--- config.mk ---
export PLATFORM = sky130hd
export DESIGN_NAME = div16by8_td
export DESIGN_NICKNAME = d
export VERILOG_FILES = /design/src/rtl/div16by8_td_pkg.sv /design/src/rtl/div16by8_td_div_step.sv /design/src/rtl/div16by8_td.sv
export SDC_FILE = /design/constraint.sdc
export NUM_CORES = 1
export LEC_CHECK = 0
export ABC_AREA = 1
export BUFFER_PORTS_ARGS = -buffer_cell sky130_fd_sc_hd__buf_2
export CAP_MARGIN = 20
export CORE_ASPECT_RATIO = 1.4
export CORE_MARGIN = 2
export CORE_UTILIZATION = 35
export CTS_BUF_LIST = sky130_fd_sc_hd__clkbuf_16
export CTS_CLUSTER_SIZE = 14
export DETAILED_ROUTE_END_ITERATION = 10
export PLACE_DENSITY = 0.55
export SLEW_MARGIN = 20
export SYNTH_ARGS = -nofsm -noshare
export SYNTH_HDL_FRONTEND = slang
export SYNTH_SLANG_ARGS = --single-unit
--- constraint.sdc ---
create_clock -name CLK -period 1.8 [get_ports CLK]
set_clock_uncertainty 0.05 [all_clocks]
set_input_delay 0.09 -clock CLK [delete_from_list [all_inputs] [get_ports CLK]]
set_output_delay 0.09 -clock CLK [all_outputs]
set_load 0.05 [all_outputs]
--- src/rtl/div16by8_td_pkg.sv ---
// div16by8_td_pkg: shared definitions for the registered 16/8 divider.
//   - DIV_WIDTH   : default divisor/remainder width (dividend/quotient is 2x)
//   - CNT_W       : step counter width, $clog2(2*DIV_WIDTH)
//   - state_t     : controller states IDLE/LOAD/CALC/FIX/DONE
//   - ovf_dividend: the most negative 2W-bit dividend (the signed ovf case)
// Signed operation is selected by defining DIV_SIGNED_EN at compile time.
package div16by8_td_pkg;

  localparam int DIV_WIDTH = 8;
  localparam int CNT_W     = $clog2(2*DIV_WIDTH);

  typedef enum logic [2:0] {
    IDLE,
    LOAD,
    CALC,
    FIX,
    DONE
  } state_t;

  // -2^(2w-1) as a bit pattern; also the quotient pattern reported on ovf.
  function automatic logic [31:0] ovf_dividend(input int w);
    return 32'h1 << (2*w - 1);
  endfunction

endpackage

--- src/rtl/div16by8_td_div_step.sv ---
// div_step: one combinational restoring-division step.
//   pr     in  WIDTH+1  current partial remainder (always < divisor)
//   din    in  1        next dividend bit, MSB first
//   dvs    in  WIDTH    divisor magnitude
//   pr_nxt out WIDTH+1  partial remainder after the step
//   qbit   out 1        quotient bit produced by the step
// Used by div16by8_td (DIV_SIGNED_EN selects signed mode there; this step is
// always unsigned).
module div_step #(
  parameter int WIDTH = 8
) (
  input  logic [WIDTH:0]   pr,
  input  logic             din,
  input  logic [WIDTH-1:0] dvs,
  output logic [WIDTH:0]   pr_nxt,
  output logic             qbit
);

  logic [WIDTH:0] sh;
  logic [WIDTH:0] diff;

  always_comb begin
    sh     = {pr[WIDTH-1:0], din};
    diff   = sh - {1'b0, dvs};
    // pr[WIDTH] is the bit shifted out; if set the shifted value exceeds any
    // divisor, so the subtract always succeeds and the low bits of diff are exact.
    qbit   = pr[WIDTH] | (sh >= {1'b0, dvs});
    pr_nxt = qbit ? diff : sh;
  end

endmodule

--- src/rtl/div16by8_td.sv ---
// div16by8_td: registered sequential restoring divider, 2W-bit / W-bit.
//   CLK, RST            clock, synchronous active-high reset
//   in_valid/in_ready   operand handshake (dividend 2W, divisor W)
//   out_valid/out_ready result handshake (quotient 2W, remainder W)
//   dbz                 divisor was zero
//   ovf                 signed -2^(2W-1) / -1 overflow
// Sequence: IDLE -> LOAD -> CALC (2W steps) -> FIX -> DONE.
// Compile-time option: DIV_SIGNED_EN selects two's complement operands;
// undefined selects unsigned operands with ovf tied low.
module div16by8_td
  import div16by8_td_pkg::*;
#(
  parameter int WIDTH = DIV_WIDTH
) (
  input  logic               CLK,
  input  logic               RST,
  input  logic               in_valid,
  output logic               in_ready,
  input  logic [2*WIDTH-1:0] dividend,
  input  logic [WIDTH-1:0]   divisor,
  output logic               out_valid,
  input  logic               out_ready,
  output logic [2*WIDTH-1:0] quotient,
  output logic [WIDTH-1:0]   remainder,
  output logic               dbz,
  output logic               ovf
);

  localparam int DW = 2*WIDTH;
  localparam int CW = $clog2(DW);
  localparam logic [DW-1:0] OVF_DVD = DW'(ovf_dividend(WIDTH));

  state_t state, state_nxt;

  logic            rdy_q;
  logic            accept;
  logic [DW-1:0]   dividend_reg;
  logic [WIDTH-1:0] divisor_reg;
  logic [DW-1:0]   sh_q;       // dividend magnitude shifting out, quotient shifting in
  logic [WIDTH-1:0] dvs_mag;
  logic [WIDTH:0]  pr_q;
  logic [CW-1:0]   cnt;

  logic [WIDTH:0]  pr_nxt;
  logic            qbit;

  logic [DW-1:0]    dvd_mag_c;
  logic [WIDTH-1:0] dvs_mag_c;
  logic [DW-1:0]    q_fix;
  logic [WIDTH-1:0] r_fix;
  logic             ovf_c;

  // Registered so that in_ready stays low for the cycle following reset.
  assign in_ready  = rdy_q;
  assign out_valid = (state == DONE);
  assign accept    = (state == IDLE) && rdy_q && in_valid;

  div_step #(.WIDTH(WIDTH)) u_step (
    .pr     (pr_q),
    .din    (sh_q[DW-1]),
    .dvs    (dvs_mag),
    .pr_nxt (pr_nxt),
    .qbit   (qbit)
  );

`ifdef DIV_SIGNED_EN
  logic sign_q, sign_r;

  always_comb begin
    dvd_mag_c = dividend_reg[DW-1]   ? -dividend_reg : dividend_reg;
    dvs_mag_c = divisor_reg[WIDTH-1] ? -divisor_reg  : divisor_reg;
    q_fix     = sign_q ? -sh_q : sh_q;
    r_fix     = sign_r ? -pr_q[WIDTH-1:0] : pr_q[WIDTH-1:0];
    ovf_c     = (dividend_reg == OVF_DVD) && (divisor_reg == '1);
  end

  always_ff @(posedge CLK) begin
    if (RST) begin
      sign_q <= 1'b0;
      sign_r <= 1'b0;
    end else if (state == LOAD) begin
      sign_q <= dividend_reg[DW-1] ^ divisor_reg[WIDTH-1];
      sign_r <= dividend_reg[DW-1];
    end
  end
`else
  always_comb begin
    dvd_mag_c = dividend_reg;
    dvs_mag_c = divisor_reg;
    q_fix     = sh_q;
    r_fix     = pr_q[WIDTH-1:0];
    ovf_c     = 1'b0;
  end
`endif

  // ---------------------------------------------------------------- FSM
  always_ff @(posedge CLK) begin
    if (RST) begin
      state <= IDLE;
      rdy_q <= 1'b0;
    end else begin
      state <= state_nxt;
      rdy_q <= (state_nxt == IDLE);
    end
  end

  always_comb begin
    state_nxt = state;
    case (state)
      IDLE:    if (accept) state_nxt = LOAD;
      LOAD:    state_nxt = CALC;
      CALC:    if (cnt == CW'(DW-1)) state_nxt = FIX;
      FIX:     state_nxt = DONE;
      DONE:    if (out_ready) state_nxt = IDLE;
      default: state_nxt = IDLE;
    endcase
  end

  // ----------------------------------------------------------- datapath
  always_ff @(posedge CLK) begin
    if (RST) begin
      dividend_reg <= '0;
      divisor_reg  <= '0;
      sh_q         <= '0;
      dvs_mag      <= '0;
      pr_q         <= '0;
      cnt          <= '0;
      quotient     <= '0;
      remainder    <= '0;
      dbz          <= 1'b0;
      ovf          <= 1'b0;
    end else begin
      case (state)
        IDLE: if (accept) begin
          dividend_reg <= dividend;
          divisor_reg  <= divisor;
          cnt          <= '0;
        end
        LOAD: begin
          sh_q    <= dvd_mag_c;
          dvs_mag <= dvs_mag_c;
          pr_q    <= '0;
        end
        CALC: begin
          pr_q <= pr_nxt;
          sh_q <= {sh_q[DW-2:0], qbit};
          cnt  <= cnt + 1'b1;
        end
        FIX: begin
          // Divide-by-zero wins over overflow so ovf is never set with dbz.
          if (divisor_reg == '0) begin
            quotient  <= '1;
            remainder <= dividend_reg[WIDTH-1:0];
            dbz       <= 1'b1;
            ovf       <= 1'b0;
          end else if (ovf_c) begin
            quotient  <= OVF_DVD;
            remainder <= '0;
            dbz       <= 1'b0;
            ovf       <= 1'b1;
          end else begin
            quotient  <= q_fix;
            remainder <= r_fix;
            dbz       <= 1'b0;
            ovf       <= 1'b0;
          end
        end
        default: ;
      endcase
    end
  end

endmodule

==> impl_results.md <==
* # H-tree levels at 3
* Hold Startpoint: divisor[2]
* Leakage power at 2.21 nW
* Via density at 4.85
* Dpl cells at 736
* Initial antenna violation count at 0
* Reg2reg path depth at 11
* Tmin final at 1730 ps
* R2r setup slk at 70 ps
* Element type at the critical path end: register
* Post-Syn Area at 4130 µm²
* GP Congestion at 0.817
* Synth warn at 0
* CTS root buf: clkbuf_16
* Vias at 3736
* Worst Tran Pin Value at 500 ps
* CTS tree: yes
* Crit start category: register
* Cell row count at 47
* Dpl hpwl at 7.32 mm
* Reg2reg start: dvs_mag[2]$_SDFFE_PP0P_
* N_diodes at 0
* Critical path data arrival time at 1970 ps
* Class of the worst hold path: in -> reg
* Routed WL at 10.5 mm
* PwrDens at 979 nW/µm²
* Global-route wire length before repair at 17.0 mm
* Crit path required time at 2030 ps
* Setup TNS at 0 ps
* DRT iter0 DRCs at 150
* Synth cell types at 37
* Mean Syn Cell Area at 7.50 µm²
* Power Total at 5.03 mW
* Hold Fails Final Rpt at 0
* Longest Clk Path Bufs at 2
* Post-route non-filler standard cell count at 771
* Vias in the first global route at 3614
* WS Path Type: reg -> reg
* Die Ht at 133 µm
* Worst-path clk slew at 60 ps
* Num CTS Buffers at 9
* Nets at 658
* Global route total overflow at 0
* Mapped Cells at 551
* Worst Hold End: divisor_reg[2]$_SDFFE_PP0P_
* Drt wl/cell at 13.6 µm
* FF+latch count, synth at 90
* Area grow syn2layout at 24.2%
* PortBufs at 54
* Final Max Slew Viols at 0
* Fmax at 577 MHz
* First-pass DRT Iterations at 4
* Worst vdd ir at 0.000591 V
* Die X at 95.9 µm
* Worst hold path cell count at 3
* Final setup margin at 66.8 ps
* Final antenna-violating net count at 0
* GRT Util Overall at 0.170
* Net count after synthesis at 589
* Initial Util at 0.353
* Period utilization at 0.963
* FF-to-FF End: pr_q[2]$_SDFFE_PP0P_
* Critical path peak fanout at 7
* Clock latency on the worst-skew pair at 330 ps
* Full die area at 12700 µm²
* Number of remaining DRC errors at 0
* Layout cells sized above 1 at 0.215
* Max-Cap Viols at 0
* Pre-CTS WS at -1.12 ps
* Status: complete, no violations
* Slew margin rel. at 0.666
* Hold_ws at 5.52 ps
* Core area at 11700 µm²
* Largest net degree at the start of global routing at 41
* # setup viols final at 0
* # IOs at 56
* Clock Sinks at 90
* Sequential fraction of the synthesis area at 0.436
[metrics by stage]
step,util,area [µm²]
floorplan,-,4130
global placement,0.387,4520
detailed placement,0.387,4520
CTS,0.428,5010
global route,0.439,5130
finish,0.439,5130
[layout make-up]
| class | instances | area [µm²] |
|---|---|---|
| Fill cell | 1183 | 6570 |
| Clock inverter | 6 | 66.3 |
| Multi-Input combinational cell | 366 | 2010 |
| Inverter | 65 | 251 |
| Clock buffer | 9 | 225 |
| Timing Repair Buffer | 88 | 586 |
| Tap cell | 147 | 184 |
| Sequential cell | 90 | 1810 |
[power breakdown]
| part | switching (mW) | internal, mW |
|---|---|---|
| Sequential | 0.0750 | 2.10 |
| Combinational | 0.637 | 0.358 |
| Clock | 0.781 | 1.07 |
| Total | 1.49 | 3.53 |
[how the worst max path moves through the flow]
stage                                 start              endpoint  slack, ps  cells past startpoint
floorplan           dvs_mag[2]$_SDFFE_PP0P_  pr_q[2]$_SDFFE_PP0P_        190                     11
global placement       pr_q[1]$_SDFFE_PP0P_  pr_q[3]$_SDFFE_PP0P_         60                     10
detailed placement  dvs_mag[6]$_SDFFE_PP0P_  pr_q[2]$_SDFFE_PP0P_         -1                     12
CTS                    pr_q[1]$_SDFFE_PP0P_  pr_q[2]$_SDFFE_PP0P_         10                     10
global route        dvs_mag[3]$_SDFFE_PP0P_  pr_q[0]$_SDFFE_PP0P_        -40                     11
finish              dvs_mag[2]$_SDFFE_PP0P_  pr_q[2]$_SDFFE_PP0P_         70                     11
[synthesized netlist by cell type, drive strengths merged]
cell,number,area share
xor2,1,0.0021
o211ai,10,0.018
buf,19,0.033
xnor2,2,0.0042
o31ai,1,0.0051
nand2,109,0.11
or2,2,0.0030
conb,1,0.00091
o21bai,6,0.011
clkbuf,11,0.011
inv,65,0.060
a21oi,65,0.082
ha,9,0.027
o21ai,71,0.086
nor4,1,0.0015
nor3,2,0.0051
dfxtp,90,0.44
nand3,29,0.038
nor2,45,0.043
a221oi,1,0.0036
fa,1,0.0048
nand4,10,0.015
[cell usage in the layout, fill, tap and decap left out, types with 2 or more instances in the layout]
cell and instances:
inv_4 3, a21oi_1 60, clkinvlp_4 2, dlygate4sd3_1 19, nand3_1 26, inv_6 2, xnor2_1 2, a21oi_2 5
nand3_2 3, buf_2 54, dfxtp_1 84, nor2_2 3, inv_1 55, dfxtp_2 6, ha_1 3, ha_4 6
o21bai_1 6, nand2_4 4, clkbuf_16 9, o21ai_0 65, o21ai_1 6, nand2_1 98, nand4_1 10, nand2_2 6
inv_2 8, buf_4 14, nor2_1 41, o211ai_1 10
[worst max-delay path, stage by stage, from the launching register on]
cell and delay [ps]:
dfxtp_1 320, inv_1 70, ha_4 250, or2_1 260, nand3_2 110, nand2_2 70
nand2_4 130, buf_4 140, nand4_1 80, nand3_1 100, nand2_1 50, inv_1 50
[kinds of logic (layout without fill, tap and decap cells)]
logic type / Yosys count / count (layout) / share of synthesized area
other: 1 / 1 / 0.000907
adder cells (fa/ha/maj): 10 / 10 / 0.0321
AND/OR/NAND/NOR: 198 / 198 / 0.214
buffers and inverters: 95 / 168 / 0.104
flip-flops: 90 / 90 / 0.436
AO/OA/AOI/OAI: 154 / 154 / 0.206
XOR/XNOR: 3 / 3 / 0.00636
[routing by layer]
| layer | global-route usage | routed length (µm) |
|---|---|---|
| met1 | 0.205 | 4520 |
| met2 | 0.296 | 5420 |
| met3 | 0.0268 | 272 |
| met4 | 0.0643 | 307 |
| met5 | 0 | 0 |
[repair_timing]
action,4_1_cts,5_1_grt
endpoints found under the hold margin,19,0
setup buffers,0,1
endpoints found under the setup margin,4,10
pin swaps,0,9
hold buffers,19,0
resized for setup,1,26
No activity file was read; power rests on OpenSTA's default activity.
